### config.mk
export PLATFORM = sky130hd
export DESIGN_NAME = hazard_detect
export DESIGN_NICKNAME = d
export VERILOG_FILES = /design/src/rtl/hazard_detect_pkg.sv /design/src/rtl/hazard_detect_scoreboard.sv /design/src/rtl/hazard_detect.sv
export SDC_FILE = /design/constraint.sdc
export NUM_CORES = 1
export LEC_CHECK = 0
export ABC_AREA = 1
export CAP_MARGIN = 5
export CORE_MARGIN = 2
export CORE_UTILIZATION = 44
export DETAILED_ROUTE_END_ITERATION = 6
export GPL_ROUTABILITY_DRIVEN = 0
export PLACE_DENSITY = 0.8
export SYNTH_ARGS = -nofsm -noshare
export SYNTH_HDL_FRONTEND = slang
export SYNTH_SLANG_ARGS = --single-unit
export TNS_END_PERCENT = 20
### constraint.sdc
create_clock -name clk -period 2.7 [get_ports clk]
set_input_delay 0.405 -clock clk [delete_from_list [all_inputs] [get_ports clk]]
set_output_delay 0.405 -clock clk [all_outputs]
set_load 0.01 [all_outputs]
### src/rtl/hazard_detect_pkg.sv
// ---------------------------------------------------------------------------
// hazard_detect_pkg
// Shared definitions for the ID-stage hazard detector and the EX-stage
// forwarding mux: register/opcode widths, RV32I major opcodes, hazard codes,
// the detector FSM state type and small opcode-class helpers.
// No ports (package).
// ---------------------------------------------------------------------------
package hazard_detect_pkg;

  localparam int XLEN_REGS = 5;
  localparam int OP_W      = 7;

  localparam logic [OP_W-1:0] OP_LOAD   = 7'b0000011;
  localparam logic [OP_W-1:0] OP_STORE  = 7'b0100011;
  localparam logic [OP_W-1:0] OP_BRANCH = 7'b1100011;
  localparam logic [OP_W-1:0] OP_JAL    = 7'b1101111;
  localparam logic [OP_W-1:0] OP_JALR   = 7'b1100111;
  localparam logic [OP_W-1:0] OP_OP     = 7'b0110011;
  localparam logic [OP_W-1:0] OP_IMM    = 7'b0010011;
  localparam logic [OP_W-1:0] OP_LUI    = 7'b0110111;
  localparam logic [OP_W-1:0] OP_AUIPC  = 7'b0010111;

  // Codes consumed by the forwarding mux; EX-sourced codes travel on
  // hazard_reg1, MEM-sourced codes on hazard_reg2.
  localparam logic [2:0] HZ_NONE    = 3'd0;
  localparam logic [2:0] HZ_EX_RS1  = 3'd1;
  localparam logic [2:0] HZ_EX_RS2  = 3'd2;
  localparam logic [2:0] HZ_MEM_RS1 = 3'd3;
  localparam logic [2:0] HZ_MEM_RS2 = 3'd4;

  typedef enum logic {
    ST_RUN  = 1'b0,
    ST_HOLD = 1'b1
  } hd_state_t;

  // Stores and branches carry no destination; x0 is never a real write.
  function automatic logic is_writer(input logic [OP_W-1:0] op,
                                     input logic [XLEN_REGS-1:0] rd);
    return (op != OP_STORE) && (op != OP_BRANCH) && (rd != '0);
  endfunction

  function automatic logic reads_rs1(input logic [OP_W-1:0] op);
    return (op != OP_LUI) && (op != OP_AUIPC) && (op != OP_JAL);
  endfunction

  function automatic logic reads_rs2(input logic [OP_W-1:0] op);
    return (op == OP_OP) || (op == OP_STORE) || (op == OP_BRANCH);
  endfunction

endpackage

### src/rtl/hazard_detect_scoreboard.sv
// ---------------------------------------------------------------------------
// hazard_scoreboard
// Shadow copy of the destination registers held by the EX and MEM stages,
// plus the match logic against the sources of the instruction in ID.
// Ports:
//   clk, rst_n            clock / async active-low reset
//   id_valid, id_op       ID instruction qualifier and opcode
//   id_rs1, id_rs2, id_rd ID register indices
//   advance               ID instruction really moves into EX this edge
//   rs1_ex, rs2_ex        source matches the EX destination
//   rs1_mem, rs2_mem      source matches the MEM destination (EX not matching)
//   ex_ld                 the EX-stage instruction is a load
// ---------------------------------------------------------------------------
module hazard_scoreboard
  import hazard_detect_pkg::*;
(
  input  logic                 clk,
  input  logic                 rst_n,
  input  logic                 id_valid,
  input  logic [OP_W-1:0]      id_op,
  input  logic [XLEN_REGS-1:0] id_rs1,
  input  logic [XLEN_REGS-1:0] id_rs2,
  input  logic [XLEN_REGS-1:0] id_rd,
  input  logic                 advance,
  output logic                 rs1_ex,
  output logic                 rs2_ex,
  output logic                 rs1_mem,
  output logic                 rs2_mem,
  output logic                 ex_ld
);

  logic                 ex_v;
  logic                 mem_v;
  logic [XLEN_REGS-1:0] ex_rd;
  logic [XLEN_REGS-1:0] mem_rd;
  logic                 use_rs1;
  logic                 use_rs2;

  // x0 sources are excluded here so index 0 can never produce a match.
  assign use_rs1 = id_valid && reads_rs1(id_op) && (id_rs1 != '0);
  assign use_rs2 = id_valid && reads_rs2(id_op) && (id_rs2 != '0);

  // The younger producer (EX) shadows an older MEM write of the same index.
  assign rs1_ex  = use_rs1 && ex_v && (id_rs1 == ex_rd);
  assign rs2_ex  = use_rs2 && ex_v && (id_rs2 == ex_rd);
  assign rs1_mem = use_rs1 && mem_v && (id_rs1 == mem_rd) && !rs1_ex;
  assign rs2_mem = use_rs2 && mem_v && (id_rs2 == mem_rd) && !rs2_ex;

  // A stalled or flushed ID slot enters EX as a bubble with no destination.
  always_ff @(posedge clk or negedge rst_n) begin
    if (!rst_n) begin
      ex_v   <= 1'b0;
      ex_rd  <= '0;
      ex_ld  <= 1'b0;
      mem_v  <= 1'b0;
      mem_rd <= '0;
    end else begin
      mem_v  <= ex_v;
      mem_rd <= ex_rd;
      ex_v   <= advance && is_writer(id_op, id_rd);
      ex_rd  <= advance ? id_rd : '0;
      ex_ld  <= advance && (id_op == OP_LOAD);
    end
  end

endmodule

### src/rtl/hazard_detect.sv
// ---------------------------------------------------------------------------
// hazard_detect
// ID-stage hazard detector. Produces registered forwarding codes for the
// EX-stage mux, a combinational IF/ID stall and a registered bubble flag.
// Optional build macro HAZARD_STATS_EN adds saturating stall/forward counters.
// Ports:
//   clk, rst_n               clock / async active-low reset
//   id_valid                 ID holds a real instruction
//   id_op, id_rs1/2, id_rd   ID opcode and register indices
//   flush                    redirect: kill ID instruction and pending HOLD
//   is_hazard1, hazard_reg1  EX-sourced forward (codes 1/2)
//   is_hazard2, hazard_reg2  MEM-sourced forward (codes 3/4)
//   stall                    hold PC and IF/ID this cycle
//   bubble                   EX holds an injected NOP this cycle
//   stall_cycles, forward_count  (HAZARD_STATS_EN only) event counters
// ---------------------------------------------------------------------------
module hazard_detect
  import hazard_detect_pkg::*;
(
  input  logic                 clk,
  input  logic                 rst_n,
  input  logic                 id_valid,
  input  logic [OP_W-1:0]      id_op,
  input  logic [XLEN_REGS-1:0] id_rs1,
  input  logic [XLEN_REGS-1:0] id_rs2,
  input  logic [XLEN_REGS-1:0] id_rd,
  input  logic                 flush,
  output logic                 is_hazard1,
  output logic                 is_hazard2,
  output logic [2:0]           hazard_reg1,
  output logic [2:0]           hazard_reg2,
  output logic                 stall,
  output logic                 bubble
`ifdef HAZARD_STATS_EN
  ,
  output logic [31:0]          stall_cycles,
  output logic [31:0]          forward_count
`endif
);

  hd_state_t  state;
  logic [1:0] cnt;

  logic rs1_ex;
  logic rs2_ex;
  logic rs1_mem;
  logic rs2_mem;
  logic ex_ld;
  logic advance;

  logic       load_use;
  logic       dual_ex;
  logic       dual_mem;
  logic       blocking;
  logic       stall_raw;
  logic [2:0] code_ex;
  logic [2:0] code_mem;

  hazard_scoreboard u_scoreboard (
    .clk      (clk),
    .rst_n    (rst_n),
    .id_valid (id_valid),
    .id_op    (id_op),
    .id_rs1   (id_rs1),
    .id_rs2   (id_rs2),
    .id_rd    (id_rd),
    .advance  (advance),
    .rs1_ex   (rs1_ex),
    .rs2_ex   (rs2_ex),
    .rs1_mem  (rs1_mem),
    .rs2_mem  (rs2_mem),
    .ex_ld    (ex_ld)
  );

  // Both operands hitting one stage means rs1 == rs2; only one code can be
  // issued per stage, so the instruction waits for the register-file write.
  always_comb begin
    load_use  = ex_ld && (rs1_ex || rs2_ex);
    dual_ex   = rs1_ex && rs2_ex;
    dual_mem  = rs1_mem && rs2_mem;
    blocking  = load_use || dual_ex || dual_mem;
    code_ex   = rs1_ex  ? HZ_EX_RS1  : (rs2_ex  ? HZ_EX_RS2  : HZ_NONE);
    code_mem  = rs1_mem ? HZ_MEM_RS1 : (rs2_mem ? HZ_MEM_RS2 : HZ_NONE);
    stall_raw = (state == ST_HOLD) ? ((cnt != 2'd0) || blocking) : blocking;
  end

  // A redirect must always win so the new PC can load.
  assign stall   = stall_raw && !flush;
  assign advance = id_valid && !flush && !stall;

  // FSM plus registered outputs; codes are captured on the edge that moves
  // the ID instruction into EX, otherwise EX sees a cleared slot.
  always_ff @(posedge clk or negedge rst_n) begin
    if (!rst_n) begin
      state       <= ST_RUN;
      cnt         <= 2'd0;
      hazard_reg1 <= HZ_NONE;
      hazard_reg2 <= HZ_NONE;
      is_hazard1  <= 1'b0;
      is_hazard2  <= 1'b0;
      bubble      <= 1'b0;
    end else begin
      hazard_reg1 <= advance ? code_ex  : HZ_NONE;
      hazard_reg2 <= advance ? code_mem : HZ_NONE;
      is_hazard1  <= advance && (code_ex  != HZ_NONE);
      is_hazard2  <= advance && (code_mem != HZ_NONE);
      bubble      <= stall;
      if (flush) begin
        state <= ST_RUN;
        cnt   <= 2'd0;
      end else begin
        case (state)
          ST_RUN: begin
            if (stall_raw) begin
              state <= ST_HOLD;
              // An EX producer needs one extra cycle to pass through MEM.
              cnt   <= (dual_ex && !load_use) ? 2'd1 : 2'd0;
            end
          end
          ST_HOLD: begin
            if (stall_raw) begin
              if (cnt != 2'd0) cnt <= cnt - 2'd1;
            end else begin
              state <= ST_RUN;
            end
          end
          default: begin
            state <= ST_RUN;
            cnt   <= 2'd0;
          end
        endcase
      end
    end
  end

`ifdef HAZARD_STATS_EN
  logic [31:0] fwd_inc;

  always_comb begin
    fwd_inc = {31'd0, advance && (code_ex != HZ_NONE)}
            + {31'd0, advance && (code_mem != HZ_NONE)};
  end

  // Saturating event counters: one per stall cycle, one per issued code.
  always_ff @(posedge clk or negedge rst_n) begin
    if (!rst_n) begin
      stall_cycles  <= 32'd0;
      forward_count <= 32'd0;
    end else begin
      if (stall && (stall_cycles != 32'hFFFF_FFFF))
        stall_cycles <= stall_cycles + 32'd1;
      if (forward_count > (32'hFFFF_FFFF - fwd_inc))
        forward_count <= 32'hFFFF_FFFF;
      else
        forward_count <= forward_count + fwd_inc;
    end
  end
`endif

endmodule

Yosys cells after proc, flatten, opt, wreduce, memory -nomap -nowiden
Index checks and enable logic that the tools add are counted.
{"block": "totals", "ram_bits": 0, "latchBits": 0, "output_inout_bits": 10, "n_memories": 0, "reg_bits": 24, "rom_bits": 0}
{"block": "op_classes", "add_sub_neg": 1, "div_mod_pow": 0, "muxes": 16, "eq_ne": 16, "shifts": 0, "bitwise": 1, "magnitude_cmp": 0, "n_mul": 0, "n_reduce_logical": 47}
{"cell": "logical AND 1 bit", "n": 29}
{"cell": "== test 5 bit", "n": 4}
{"cell": "nonzero test 5 bit", "n": 3}
{"cell": "== test 7 x 6 -> 1 bit, second input constant", "n": 2}
{"cell": "two-way mux 2 bit", "n": 7}
{"cell": "inequality test 7 x 6 -> 1 bit, second input constant", "n": 2}
{"cell": "inequality test 7 bit, second input constant", "n": 2}
{"cell": "two-way mux 3 bit", "n": 3}
{"cell": "== test 7 x 2 -> 1 bit, second input constant", "n": 1}
{"cell": "== test 7 bit, second input constant", "n": 1}
{"cell": "inequality test 7 x 5 -> 1 bit, second input constant", "n": 1}
{"cell": "logical OR 1 bit", "n": 6}
{"cell": "inequality test 3 x 2 -> 1 bit, second input constant", "n": 2}
{"cell": "nonzero test 3 bit", "n": 2}
{"cell": "logical NOT 1 bit", "n": 5}
{"cell": "two-way mux 5 bit", "n": 1}
{"cell": "two-way mux 1 bit", "n": 4}
{"cell": "one-hot mux 2 bit (2 select lines)", "n": 1}
{"cell": "inequality test 3 bit, second input constant", "n": 1}
{"cell": "AND reduction 3 bit", "n": 1}
{"cell": "nonzero test 2 bit", "n": 1}
{"cell": "subtractor 2 x 1 -> 2 bit, second input constant", "n": 1}
{"cell": "NOT 1 bit", "n": 1}

Logic depth before layout (Yosys ltp)
{"block": "depth", "ltp_word": 17, "depth_mapped": 13, "depth_no_buf": 13}

By module
From an unflattened synthesis, not the netlist that was laid out.
{"block": "hier_totals", "hier_cells": 201, "hier_area_um2": 1352.5}
{"module": "hazard_scoreboard", "cells_each": 149, "n_inst": 1, "seq_area_each_um2": 325.3, "area_per_inst_um2": 900.9}
{"module": "hazard_detect", "cells_each": 52, "n_inst": 1, "seq_area_each_um2": 225.2, "area_per_inst_um2": 451.7}

Least setup slack after synthesis
No wires, ideal clock.
{"block": "synth_path", "path_kind": "input port to output port", "startpoint": "in id_op[1]", "endpoint": "out stall", "stages": 10, "arrival_time_ns": 1.370, "t_required_ns": 2.295, "slack_ns": 0.925, "path_cell_list": "nand2_1 inv_1 nand3_1 inv_2 nand3_2 nor2_2 nand2_1 nand2_1 nor2_4 a21oi_1"}
{"block": "synth_between", "elab_chain_len": 14}
{"element": "start: declaration", "line": "hazard_detect.sv:23", "rtl": "input logic [OP_W-1:0] id_op,"}
{"element": "inequality test 7 x 6 -> 1 bit, or another cell as far along", "line": "hazard_detect_pkg.sv:43", "rtl": "return (op != OP_LUI) && (op != OP_AUIPC) && (op != OP_JAL);"}
{"element": "logical AND 1 bit / logical OR 1 bit (equally long branches) (2 in series)", "line": "hazard_detect_pkg.sv:43, hazard_detect_pkg.sv:47"}
{"element": "logical AND 1 bit (on tied branches) (2 in series)", "line": "hazard_detect_scoreboard.sv:40, hazard_detect_scoreboard.sv:41"}
{"element": "logical AND 1 bit (on tied branches) (2 in series)", "line": "hazard_detect_scoreboard.sv:44, hazard_detect_scoreboard.sv:45"}
{"element": "logical OR 1 bit, or another cell as far along", "line": "hazard_detect.sv:78", "rtl": "load_use = ex_ld && (rs1_ex || rs2_ex);"}
{"element": "logical AND 1 bit (on tied branches)", "line": "hazard_detect.sv:78, hazard_detect_scoreboard.sv:46, hazard_detect_scoreboard.sv:47"}
{"element": "logical OR 1 bit / logical AND 1 bit (equally long branches)", "line": "hazard_detect.sv:81, hazard_detect.sv:80"}
{"element": "logical OR 1 bit (*)", "line": "hazard_detect.sv:81", "rtl": "blocking = load_use || dual_ex || dual_mem;"}
{"element": "logical OR 1 bit", "line": "hazard_detect.sv:84", "rtl": "stall_raw = (state == ST_HOLD) ? ((cnt != 2'd0) || blocking) : blocking;"}
{"element": "two-way mux 1 bit (*)", "line": "hazard_detect.sv:84"}
{"element": "logical AND 1 bit (*)", "line": "hazard_detect.sv:88", "rtl": "assign stall = stall_raw && !flush;"}
{"element": "end: declaration", "line": "hazard_detect.sv:32", "rtl": "output logic stall,"}
Every way passes the cells marked *; elsewhere a longest branch is shown, timed or not.

Final worst setup path
{"block": "layout_path", "startpoint": "in id_rs1[3]", "endpoint": "out stall"}
{"block": "layout_between", "elab_chain_len": 11}
{"element": "start: declaration", "line": "hazard_detect.sv:24", "rtl": "input logic [XLEN_REGS-1:0] id_rs1,"}
{"element": "nonzero test 5 bit", "line": "hazard_detect_scoreboard.sv:40", "rtl": "assign use_rs1 = id_valid && reads_rs1(id_op) && (id_rs1 != '0);"}
{"element": "logical AND 1 bit", "line": "hazard_detect_scoreboard.sv:40"}
{"element": "logical AND 1 bit (2 in series)", "line": "hazard_detect_scoreboard.sv:44", "rtl": "assign rs1_ex = use_rs1 && ex_v && (id_rs1 == ex_rd);"}
{"element": "logical OR 1 bit / logical NOT 1 bit (equally long branches)", "line": "hazard_detect.sv:78, hazard_detect_scoreboard.sv:46"}
{"element": "logical AND 1 bit (on tied branches)", "line": "hazard_detect.sv:78, hazard_detect_scoreboard.sv:46"}
{"element": "logical OR 1 bit / logical AND 1 bit (equally long branches)", "line": "hazard_detect.sv:81, hazard_detect.sv:80"}
{"element": "logical OR 1 bit (*)", "line": "hazard_detect.sv:81"}
{"element": "logical OR 1 bit", "line": "hazard_detect.sv:84"}
{"element": "two-way mux 1 bit (*)", "line": "hazard_detect.sv:84"}
{"element": "logical AND 1 bit (*)", "line": "hazard_detect.sv:88"}
Marked as above.

==> metrics <==
outcome completed; filler instances 341; final hold vios 0; clock root cell clkbuf_4; post-layout util 62.98%; final wirelength 3209 um; Min-Delay Path Class primary input to asynchronous set/reset pin; Power, Total 0.0006788 W; Startpoint Class primary input; io pins 36; Yosys reg bits 22; CTS tree done; EDFF count, synth 0; fin nets 303; post-synthesis sequential area ratio 35.43%; cts bufs inserted 3; layout cells sized above 1 22.18%; core area 3363 um2; CP Max Fanout 4; DRC viols 0; Area Overhead vs Synth 36.31%; Mapped Cells 219; endpoints failing setup 0; share of flip-flops with an asynchronous set or reset 100.0%; min cycle time layout 2.525 ns; clock tree sinks 22; CP Capture Type primary output; synth cell count leaders nand2_1, inv_1, nor2_1; Initial Util 46.21%; synthesized area 1554 um2; Rows 21; DR vias/cell 4.548; first-pass GRT wire length 5616 um; synth unique cells 27; IO buf count 34; kind of critical path primary input to primary output; largest net degree at the start of global routing 23; Worst R2R Path Depth 13; Clock Latency Late Sink 0.32 ns; CP Data Required Time 2.30 ns; H-tree depth 1; vias 1460; GRT Total Usage 17.48%; Slew Viols, Final 0; GRT Residual Overflow 0; Die W 63.43 um; top post-synthesis cells by area dfrtp_1, nand2_1, nor2_4; TritonRoute pass-1 iters 4; Max Root-Sink Buffers 2; DIE HEIGHT 63.43 um; wire per inst 9.997 um; Antenna diodes 0; top cell type by total area after synthesis dfrtp_1; Max-Cap Viols 0; syn_nets 246; ys flop type dfrtp_1; Die ar. 4023 um2; Final ANT Viol Nets 0; synthesized area per cell 7.096 um2; synth warn 0; VDD IR max 0.2614 mV; HPWL after detailed placement 2731 um; Reg clk slew, reported paths 0.13 ns; RSZ-0062 raised after global routing no; pwr/cell area 320.4 nW/um2; Leakage 1.059 nW; vias in the first global route 1332; Worst Skew 0.01116 ns; critical path arrival 2.12 ns; initial antenna violation count 0; Max Freq 396.0 MHz; final worst path period share 93.53%; most frequent cell after synthesis nand2_1; Starting DRT DRC Count 50; area share of the largest cell type after synthesis 35.43%
area by class of cell:
type / instances / area [um2] / area share, %
sequential: 22 / 550.5 / 25.99
inverter: 44 / 165.2 / 7.797
tap: 46 / 57.56 / 2.717
timing repair buffer: 55 / 505.5 / 23.86
multi-input combinational: 150 / 803.3 / 37.92
clock buffer: 4 / 36.28 / 1.713
cells in the final DEF (no fill, tap or decap):
cell type and count:
nand4_4 1, nor2_4 11, nor3_1 2, o32ai_1 1, nand2_4 1, clkdlybuf4s50_1 33
or2_2 1, or2_4 1, clkbuf_8 1, xnor2_1 3, inv_1 32, nand4_1 5
buf_12 1, clkbuf_2 1, nand3_2 6, ha_1 1, nor2_2 3, o21ai_0 1
nor2_1 24, nand3b_1 2, conb_1 1, clkbuf_4 3, a21oi_1 4, nand3_1 13
dfrtp_1 22, nand2_1 67, nor4_1 1, clkinv_1 1, inv_2 11, o21bai_1 1
buf_4 20
metrics by stage:
stage | setup slack [ns] | area (um2) | hold WS (ns) | setup TNS [ns] | cells
global route | 0.01722 | 2118 | 0.4275 | 0 | 321
global placement | -0.1622 | 2087 | 0.4257 | -0.1622 | 317
finish | 0.1746 | 2118 | 0.4129 | 0 | 321
floorplan | 0.9253 | 1554 | 0.1094 | 0 | 219
CTS | 0.06301 | 2122 | 0.4218 | 0 | 321
detailed placement | -0.1894 | 2087 | 0.4217 | -0.1894 | 317
worst max-delay path, cell delays in order:
cell and delay, ns:
clkdlybuf4s50_1 0.55, inv_2 0.05, nand2_1 0.05, nand2_1 0.05, nor2_1 0.12, nand3_2 0.13
nor2_2 0.16, nand2_1 0.09, nand2_1 0.10, nor2_4 0.05, a21oi_1 0.19, clkbuf_2 0.17
registers in the layout, summed over array words and instances, names as in the netlist:
name                 cells
cnt                      2
hazard_reg1              2
hazard_reg2              2
is_hazard1               1
is_hazard2               1
state                    1
u_scoreboard.ex_ld       1
u_scoreboard.ex_rd       5
u_scoreboard.ex_v        1
u_scoreboard.mem_rd      5
u_scoreboard.mem_v       1
cells by family after synthesis:
kind of cell               Yosys count  share of synthesized area, %
buffers and inverters               47                         12.88
adders and majority gates            1                        0.8050
AOI/OAI and AO/OA                    7                         2.657
DFF                                 22                         35.43
xor gates and xnor gates             3                         1.691
other                                1                        0.2413
and+or+nand+nor                    138                         46.30
routing by layer:
layer / track usage (%) / wire length [um] / vias up
met5: 0 / 0 / -
met4: 5.707 / 21 / 0
met3: 1.250 / 86 / 4
met2: 31.97 / 1634 / 34
met1: 21.64 / 1467 / 649
li1: - / - / 773
worst paths after layout:
check	from	endpoint	slack [ns]
min in group clk	u_scoreboard.ex_rd[3]	u_scoreboard.mem_rd[3]	0.45
worst max register to register	u_scoreboard.ex_rd[1]	hazard_reg1[1]	0.78
worst min register to register	u_scoreboard.ex_rd[3]	u_scoreboard.mem_rd[3]	0.45
worst max-delay path	id_rs1[3]	stall	0.17
worst min-delay path	rst_n	hazard_reg1[1]	0.41
max in group asynchronous	rst_n	u_scoreboard.ex_rd[4]	2.06
where the power goes:
part / internal, W / switching [W]
logic: 0.0000734 / 0.0000765
clock network: 0.0000825 / 0.000102
registers: 0.000337 / 0.00000759
timing repair:
item,4_1_cts,5_1_grt
setup buffers,0,0
endpoints found under the setup margin,1,1
hold buffers,0,0
resized for setup,1,2
Power figures use the tool's default switching activity.
